File: src/rtl/uart_tx_fifo_if.sv
`default_nettype none
// ============================================================================
// Module   : uart_tx_fifo_if
// Brief    : Write-side push handshake between the core and the UART TX FIFO.
// Revision : 1.0
// ============================================================================
interface uart_tx_fifo_if;
  logic       wr_en;
  logic [7:0] wr_data;
  logic       wr_ready;

  modport master (output wr_en, output wr_data, input wr_ready);
  modport slave  (input wr_en, input wr_data, output wr_ready);
endinterface
`default_nettype wire

File: src/rtl/uart_tx_fifo.sv
`default_nettype none
// ============================================================================
// Module   : uart_tx_fifo
// Brief    : Buffered 8N1 UART transmitter with a power-of-2 byte FIFO.
// Revision : 1.0
// ============================================================================
module uart_tx_fifo #(
  parameter int CLK_HZ     = 16000000,
  parameter int BAUD       = 115200,
  parameter int FIFO_DEPTH = 8
) (
  input  logic                        clk,
  input  logic                        rst,
  uart_tx_fifo_if.slave               wr,
  output logic                        tx,
  output logic                        busy,
  output logic [$clog2(FIFO_DEPTH):0] level
);
  localparam int L     = $clog2(FIFO_DEPTH);
  localparam int DIV   = (CLK_HZ + BAUD / 2) / BAUD;
  localparam int CNT_W = $clog2(DIV);
  localparam logic [CNT_W-1:0] CNT_LAST = CNT_W'(DIV - 1);

  typedef enum logic [1:0] {
    IDLE  = 2'd0,
    START = 2'd1,
    DATA  = 2'd2,
    STOP  = 2'd3
  } state_t;

  state_t           state;
  logic [L:0]       wr_ptr;
  logic [L:0]       rd_ptr;
  logic [7:0]       mem [FIFO_DEPTH];
  logic [7:0]       shift;
  logic [2:0]       bit_cnt;
  logic [CNT_W-1:0] baud_cnt;
  logic             full;
  logic             empty;
  logic             push;
  logic             bit_end;

  assign full        = (wr_ptr[L] != rd_ptr[L]) && (wr_ptr[L-1:0] == rd_ptr[L-1:0]);
  assign empty       = (wr_ptr == rd_ptr);
  assign push        = wr.wr_en && !full;
  assign wr.wr_ready = !full;
  assign level       = wr_ptr - rd_ptr;
  assign bit_end     = (baud_cnt == CNT_LAST);

  always_ff @(posedge clk) begin
    if (push) begin
      mem[wr_ptr[L-1:0]] <= wr.wr_data;
    end
  end

  always_ff @(posedge clk or posedge rst) begin
    if (rst) begin
      wr_ptr <= '0;
    end else if (push) begin
      wr_ptr <= wr_ptr + 1'b1;
    end
  end

  // tx and busy follow the state one cycle late, so every line level lasts
  // exactly DIV cycles and the pop edge precedes the start bit by one cycle.
  always_ff @(posedge clk or posedge rst) begin
    if (rst) begin
      state    <= IDLE;
      rd_ptr   <= '0;
      shift    <= '0;
      bit_cnt  <= '0;
      baud_cnt <= '0;
      tx       <= 1'b1;
      busy     <= 1'b0;
    end else begin
      busy <= (state != IDLE);
      case (state)
        IDLE:    tx <= 1'b1;
        START:   tx <= 1'b0;
        DATA:    tx <= shift[0];
        default: tx <= 1'b1;
      endcase

      case (state)
        IDLE: begin
          baud_cnt <= '0;
          if (!empty) begin
            shift   <= mem[rd_ptr[L-1:0]];
            rd_ptr  <= rd_ptr + 1'b1;
            bit_cnt <= '0;
            state   <= START;
          end
        end
        START: begin
          baud_cnt <= bit_end ? '0 : baud_cnt + 1'b1;
          if (bit_end) begin
            state <= DATA;
          end
        end
        DATA: begin
          baud_cnt <= bit_end ? '0 : baud_cnt + 1'b1;
          if (bit_end) begin
            if (bit_cnt == 3'd7) begin
              state <= STOP;
            end else begin
              bit_cnt <= bit_cnt + 3'd1;
              shift   <= shift >> 1;
            end
          end
        end
        default: begin
          baud_cnt <= bit_end ? '0 : baud_cnt + 1'b1;
          if (bit_end) begin
            if (!empty) begin
              shift   <= mem[rd_ptr[L-1:0]];
              rd_ptr  <= rd_ptr + 1'b1;
              bit_cnt <= '0;
              state   <= START;
            end else begin
              state <= IDLE;
            end
          end
        end
      endcase
    end
  end
endmodule
`default_nettype wire

File: src/flat_wrapper.sv
// flat-port wrapper written by rule: the top's interface ports become plain ports
module uart_tx_fifo_flat 
#(
  parameter int CLK_HZ     = 16000000,
  parameter int BAUD       = 115200,
  parameter int FIFO_DEPTH = 8
)
  (clk, rst, tx, busy, level, wr_wr_en, wr_wr_data, wr_wr_ready);
  uart_tx_fifo_if wr_i ();
  input  logic clk;
  input  logic rst;
  output logic tx;
  output logic busy;
  output logic [$clog2(FIFO_DEPTH):0] level;
  input wire logic [$bits(wr_i.wr_en)-1:0] wr_wr_en;
  input wire logic [$bits(wr_i.wr_data)-1:0] wr_wr_data;
  output wire logic [$bits(wr_i.wr_ready)-1:0] wr_wr_ready;
  assign wr_i.wr_en = wr_wr_en;
  assign wr_i.wr_data = wr_wr_data;
  assign wr_wr_ready = wr_i.wr_ready;
  uart_tx_fifo #(.CLK_HZ(CLK_HZ), .BAUD(BAUD), .FIFO_DEPTH(FIFO_DEPTH)) u_core (.clk(clk), .rst(rst), .wr(wr_i), .tx(tx), .busy(busy), .level(level));
endmodule
File: config.mk
export PLATFORM = sky130hd
export DESIGN_NAME = uart_tx_fifo_flat
export DESIGN_NICKNAME = d
export VERILOG_FILES = /design/src/rtl/uart_tx_fifo_if.sv /design/src/rtl/uart_tx_fifo.sv /design/src/flat_wrapper.sv
export SDC_FILE = /design/constraint.sdc
export NUM_CORES = 1
export LEC_CHECK = 0
export CAP_MARGIN = 20
export CORE_AREA = 3 3 74 111
export CTS_BUF_LIST = sky130_fd_sc_hd__clkbuf_4 sky130_fd_sc_hd__clkbuf_8 sky130_fd_sc_hd__clkbuf_16
export CTS_CLUSTER_SIZE = 30
export DETAILED_ROUTE_END_ITERATION = 7
export DIE_AREA = 0 0 77 114
export GPL_TIMING_DRIVEN = 1
export PLACE_DENSITY = 0.75
export RECOVER_POWER = 25
export SYNTH_ARGS = -nofsm -noshare
export SYNTH_HDL_FRONTEND = slang
export SYNTH_SLANG_ARGS = --single-unit
export TNS_END_PERCENT = 5
File: constraint.sdc
create_clock -name clk -period 3.9 [get_ports clk]
set_clock_uncertainty 0.05 [all_clocks]
set_input_delay 0.975 -clock clk [delete_from_list [all_inputs] [get_ports clk]]
set_output_delay 0.975 -clock clk [all_outputs]
set_load 0.005 [all_outputs]
## Word-level counts from Yosys, hierarchy flattened

Memory sizes are Yosys's and may differ from the RTL's.
Index checks and enable logic that the tools add are counted.

| storage, ports and cells | value |
|---|---|
| flip-flop bits (word level) | 31 |
| bits in latches | 0 |
| memory bits (writable) | 64 |
| bits in read-only memories | 0 |
| bits of input ports | 11 |
| output and inout bits | 7 |
| word-level logic and storage cells | 63 |
| memories kept | 1 |

Memory list:

| name | words | width | rd ports | clocked after Yosys merged registers in | write ports | line | RTL |
|---|---|---|---|---|---|---|---|
| u_core.mem | 8 | 8 | 1 | 0 | 1 | uart_tx_fifo.sv:34 | `logic [7:0] mem [FIFO_DEPTH];` |

| operators by class | value |
|---|---|
| add/subtract/negate cells | 5 |
| $mul | 0 |
| div/mod/pow operators | 0 |
| order comparisons | 0 |
| eq/ne operators | 12 |
| shift-type cells | 0 |
| mux-type cells | 25 |
| bitwise gates (word level) | 2 |
| reduce and logical (&&, ||, !) cells | 10 |

Operators with widths:

| kind | number |
|---|---|
| $mux 8 | 6 |
| $pmux 8 s3 | 1 |
| $mux 3 | 4 |
| $mux 2 | 5 |
| $pmux 3 s3 | 1 |
| $add 4x1->4 const B | 2 |
| $add 8x1->8 const B | 1 |
| $eq 8x8->1 const B | 1 |
| $mux 4 | 2 |
| $pmux 4 s2 | 1 |
| $ne 2x1->1 const B | 3 |
| $pmux 2 s3 | 1 |
| $reduce_and 5->1 | 1 |
| $eq 4x4->1 | 1 |
| $ne 2x2->1 const B | 2 |
| $reduce_and 4->1 | 1 |
| $reduce_bool 2->1 | 2 |
| $sub 4x4->4 | 1 |
| $add 3x1->3 const B | 1 |
| $eq 3x3->1 | 1 |
| $eq 3x3->1 const B | 1 |
| $mux 1 | 3 |
| $eq 2x1->1 const B | 1 |
| $eq 2x2->1 const B | 1 |
| 8 further kinds | 10 |

## Longest topological paths before layout

| depth | value |
|---|---|
| word-level depth | 6 |
| mapped depth | 8 |
| mapped depth without buffers | 6 |

## Worst setup path before layout

OpenSTA, ideal clock, no wires.

| timing | value |
|---|---|
| path type | register to register |
| from | register u_core.rd_ptr[2] |
| to | memory u_core.mem[0][0] (enable) |
| library setup time | 0.383 ns |
| data arrival time | 2.330 ns |
| data required time | 3.467 ns |
| setup slack | 1.137 ns |
| stages on the path, launching flop included | 8 |
| path buffers | 1 |
| period minus slack after synthesis | 2.763 ns |
| path through | dfrtp_1 -> clkbuf_1 -> inv_1 -> ha_1 -> and3_1 -> a21boi_0 -> nand2_1 -> nor3_1 |

| on the way | value |
|---|---|
| word-level cells in the longest chain between the ends | 6 |

RTL lines:

| item | line | RTL |
|---|---|---|
| start, declared | uart_tx_fifo.sv:33 | `logic [L:0] rd_ptr;` |
| start signal, assigned | uart_tx_fifo.sv:89 | `rd_ptr <= rd_ptr + 1'b1;` |
| start signal, assigned | uart_tx_fifo.sv:116 | `rd_ptr <= rd_ptr + 1'b1;` |
| $eq 3x3->1 | uart_tx_fifo.sv:43 | `assign full = (wr_ptr[L] != rd_ptr[L]) && (wr_ptr[L-1:0] == rd_ptr[L-1:0]);` |
| $logic_and 1x1->1 | uart_tx_fifo.sv:43 |  |
| $logic_not 1->1 | uart_tx_fifo.sv:45 | `assign push = wr.wr_en && !full;` |
| $logic_and 1x1->1 | uart_tx_fifo.sv:45 |  |
| $mux 1 | uart_tx_fifo.sv:51 | `if (push) begin` |
| $mux 1 (not written as such) | uart_tx_fifo.sv:52 | `mem[wr_ptr[L-1:0]] <= wr.wr_data;` |
| end, declared | uart_tx_fifo.sv:34 |  |

Every way passes these cells.

## Worst setup path in the final report

| timing | value |
|---|---|
| from | register u_core.rd_ptr[1] |
| to | output level[3] |

| on the way | value |
|---|---|
| word-level cells in the longest chain between the ends | 1 |

RTL lines:

| item | line | RTL |
|---|---|---|
| $sub 4x4->4 | uart_tx_fifo.sv:47 | `assign level = wr_ptr - rd_ptr;` |
| end, declared | flat_wrapper.sv:14 | `output logic [$clog2(FIFO_DEPTH):0] level;` |

Every way passes these cells.

==> summary.md <==
| Metric | Value |
|---|---|
| R2R Path End | u_core.mem[6][7] |
| CP Buf/Inv Count | 2 |
| Starting Density | 57.7% |
| Vias in the first global route | 2,221 |
| Peak supply drop | 504 µV |
| Sequential-to-total area share from yosys stat | 64.3% |
| RePlAce Congestion | 0.869 |
| Area contributors post-synth | edfxtp_1, dfrtp_1, mux4_1 |
| Die footprint | between 8000 and 9000 µm² |
| Post-synthesis register bit count | 95 |
| Cts repair resizes | 0 |
| Clock transition at path regs | 0.09 ns |
| DP Worst Slack | between 0.7 and 0.8 ns |
| Final worst path period share | 90.4% |
| Avg Inst Size Synth | 16.1 µm² |
| Max Freq | 284 MHz |
| Clock buffer depth | 2 |
| CP Class | reg2out |
| GR Util All Layers | between 10% and 20% |
| P&R area growth vs syn | 10.5% |
| Final wirelength | 6.84 mm |
| Post-CTS Hold Fix Bufs | 0 |
| WL per Instance | approximately 17 µm |
| Synth Warn # | 0 |
| Pwr Density | 734 nW/µm² |
| Post-synthesis instance area | 4200 µm² |
| Util after Layout | 63.7% |
| Count of cell types in the netlist | 37 |
| Minimum clock period | 3.53 ns |
| Largest net degree at the start of global routing | 32 |
| Num CTS Buffers | 9 |
| Delay-heaviest family, CP | buffers and inverters |
| Leakage | 0.00177 µW |
| CP Launch Point | u_core.rd_ptr[1] |
| Final WS setup | 0.373 ns |
| Total Power | 3400 µW |
| Post-DP HPWL | 4.76 mm |
| CTS sink count | 95 |
| Post-CTS setup buffers | 0 |
| Total Neg Setup Slack | 0 ns |
| Initial antenna violation count | 0 |
| HP Start | u_core.baud_cnt[0] |
| RSZ-0062 raised after global routing | false |
| DR vias/cell | 5.49 |
| Max Cap Violations | 1 |
| DRT antenna net count | 0 |
| Hold Path Depth | 1 |
| Crit path cell chain | inv_1 > ha_1 > a21o_1 > a21oi_1 > xnor2_1 > clkdlybuf4s50_1 |
| Core area | 7270 µm² |
| Post-route DRC | 0 |
| CP Max Fanout | 11 |
| PortBufs | 17 |
| Failing checks | max-capacitance violations, max-slew violations |
| Slew @ Worst Pin | 1.70 ns |
| Iter 0 DRT Violations | 107 |
| Critical Path Source Type | register |
| Slew margin rel. | -13.4% |
| Final count of hold timing violations | 0 |
| First drt pass iteration count | 4 |
| Gate Count Post-Synth | 261 |
| Worst R2R Setup Slack | 0.87 ns |
| Die Y | 114 µm |
| Rows | 38 |
| Die extent in x | 77 µm |
| Worst r2r src | u_core.rd_ptr[1] |
| Worst Hold Class | reg2reg |
| Clk root buf | clkbuf_8 |
| Vias | around 2,200 |
| H-tree lvl count | 3 |
| WP data required | 2.87 ns |
| First-pass GRT wire length | roughly 11 mm |
| Synth area leader | edfxtp_1 |
| Reg2reg path depth | 6 |
| Layout cells sized above 1 | 17.4% |
| Setup Viol. Count Final | 0 |
| Outcome | finished, violations left |
| Setup crit end kind | primary output |
| WP data arrival | approximately 2.5 ns |
| Share of the synthesized area in the top cell type | 45.8% |
| CTS tree | yes |
| Net Count, Synth | 286 |
| Diode count | 0 |
| Post-layout nets | 313 |
| # IOs | 18 |
| Worst Hold End | u_core.baud_cnt[0] |
| Later-pin clock latency in the skew report | 0.36 ns |
| Critical Path Max Stage Delay | ~0.58 ns |
| GRT overflow | 0 |
| Slowest cell on crit path | dfrtp_1 |
| Max-slew violations | 32 |
==> cells in the final DEF (no fill, tap or decap), types with 2 or more instances in the layout <==
master            n
nor2_1           14
mux4_2            3
nand2_1          15
mux4_1           12
dfrtp_1          30
nand3_1           5
a21o_1            2
mux2i_1           3
o31ai_1           2
clkbuf_4          3
clkbuf_8          9
buf_4             7
inv_1            13
a21oi_1           6
and3_1            3
ha_1             13
nand2b_1          3
o21ai_0           9
xnor2_1          10
dlygate4sd3_1     4
clkdlybuf4s50_1  13
or3_1             2
edfxtp_1         64
xor2_1            4
nor3_1            4
clkinv_2          2
mux2_2           23
==> state kept, by name (all words and copies together) (netlist names) <==
signal and cells:
u_core.shift 8, u_core.tx 1, u_core.busy 1, u_core.wr_ptr 4, u_core.state 2, u_core.bit_cnt 3, u_core.baud_cnt 8, u_core.mem 64
u_core.rd_ptr 4
==> stage by stage <==
stage | hold slack [ns] | std cells | instance area, µm²
after floorplan | 0.405 | 261 | 4200
after global placement | 0.420 | 377 | 4470
after detailed placement | 0.434 | 377 | 4470
after CTS | 0.447 | 393 | 4640
after global routing | 0.474 | 393 | 4640
final | 0.443 | 393 | 4640
==> cell type report <==
type / count / area, µm²
fillers: 534 / 2640
clock inverters: 4 / 22.5
clock buffers: 12 / 146
flip-flops and latches: 95 / 2700
inverters: 13 / 48.8
well taps: 100 / 125
repair buffers: 25 / 226
multi-input cells: 144 / 1370
==> kinds of logic (layout without fill, tap and decap cells) <==
group	Yosys count	count (layout)	share of synthesized area (%)
compound gates	25	25	3.67
xor+xnor	14	14	2.92
fa+ha+maj	14	14	4.35
buf+inv	22	54	3.10
flops	95	95	64.3
mux	41	41	16.0
simple gates	50	50	5.64
==> cells in the mapped netlist (all sizes together) <==
library cell and count:
nor3 4, ha 13, xnor2 10, nand3 5
a2bb2oi 1, mux2 23, a21oi 6, nand2 15
a21boi 1, and4bb 1, nor2b 1, inv 13
buf 6, or2 1, a21o 2, a221o 1
a22oi 1, dfstp 1, fa 1, and3 3
clkbuf 3, o31ai 2, xor2 4, a22o 1
mux2i 3, dfrtp 30, nor3b 1, mux4 15
a31oi 1, nor2 14, o21ai 9, nand2b 3
or3 2, edfxtp 64
==> power breakdown <==
| group | leakage, µW | internal, µW | switching [µW] | total [µW] |
|---|---|---|---|---|
| sequential | 0.000966 | 1320 | 141 | 1460 |
| clock | 0.0000920 | 250 | 315 | 565 |
| combinational | 0.000715 | 734 | 638 | 1370 |
==> worst max path at each step <==
stage / end / cells past startpoint / slack, ns
finish: level[3] / 6 / 0.37
floorplan: u_core.mem[0][0] / 7 / 1.14
global placement: level[3] / 6 / 0.81
global route: level[3] / 6 / 0.21
detailed placement: u_core.mem[6][3] / 4 / 0.76
CTS: level[3] / 6 / 0.35
==> layer usage <==
| metal | global-route usage [%] | up-vias | share of wire (%) |
|---|---|---|---|
| met3 | 3.08 | 19 | 2.3 |
| met5 | 0 | - | 0 |
| li1 | - | 1031 | - |
| met4 | 11.9 | 0 | 4.1 |
| met2 | 29.9 | 31 | 53 |
| met1 | 20.3 | 1077 | 41 |
Note: power is estimated with default switching activity, not from simulation.
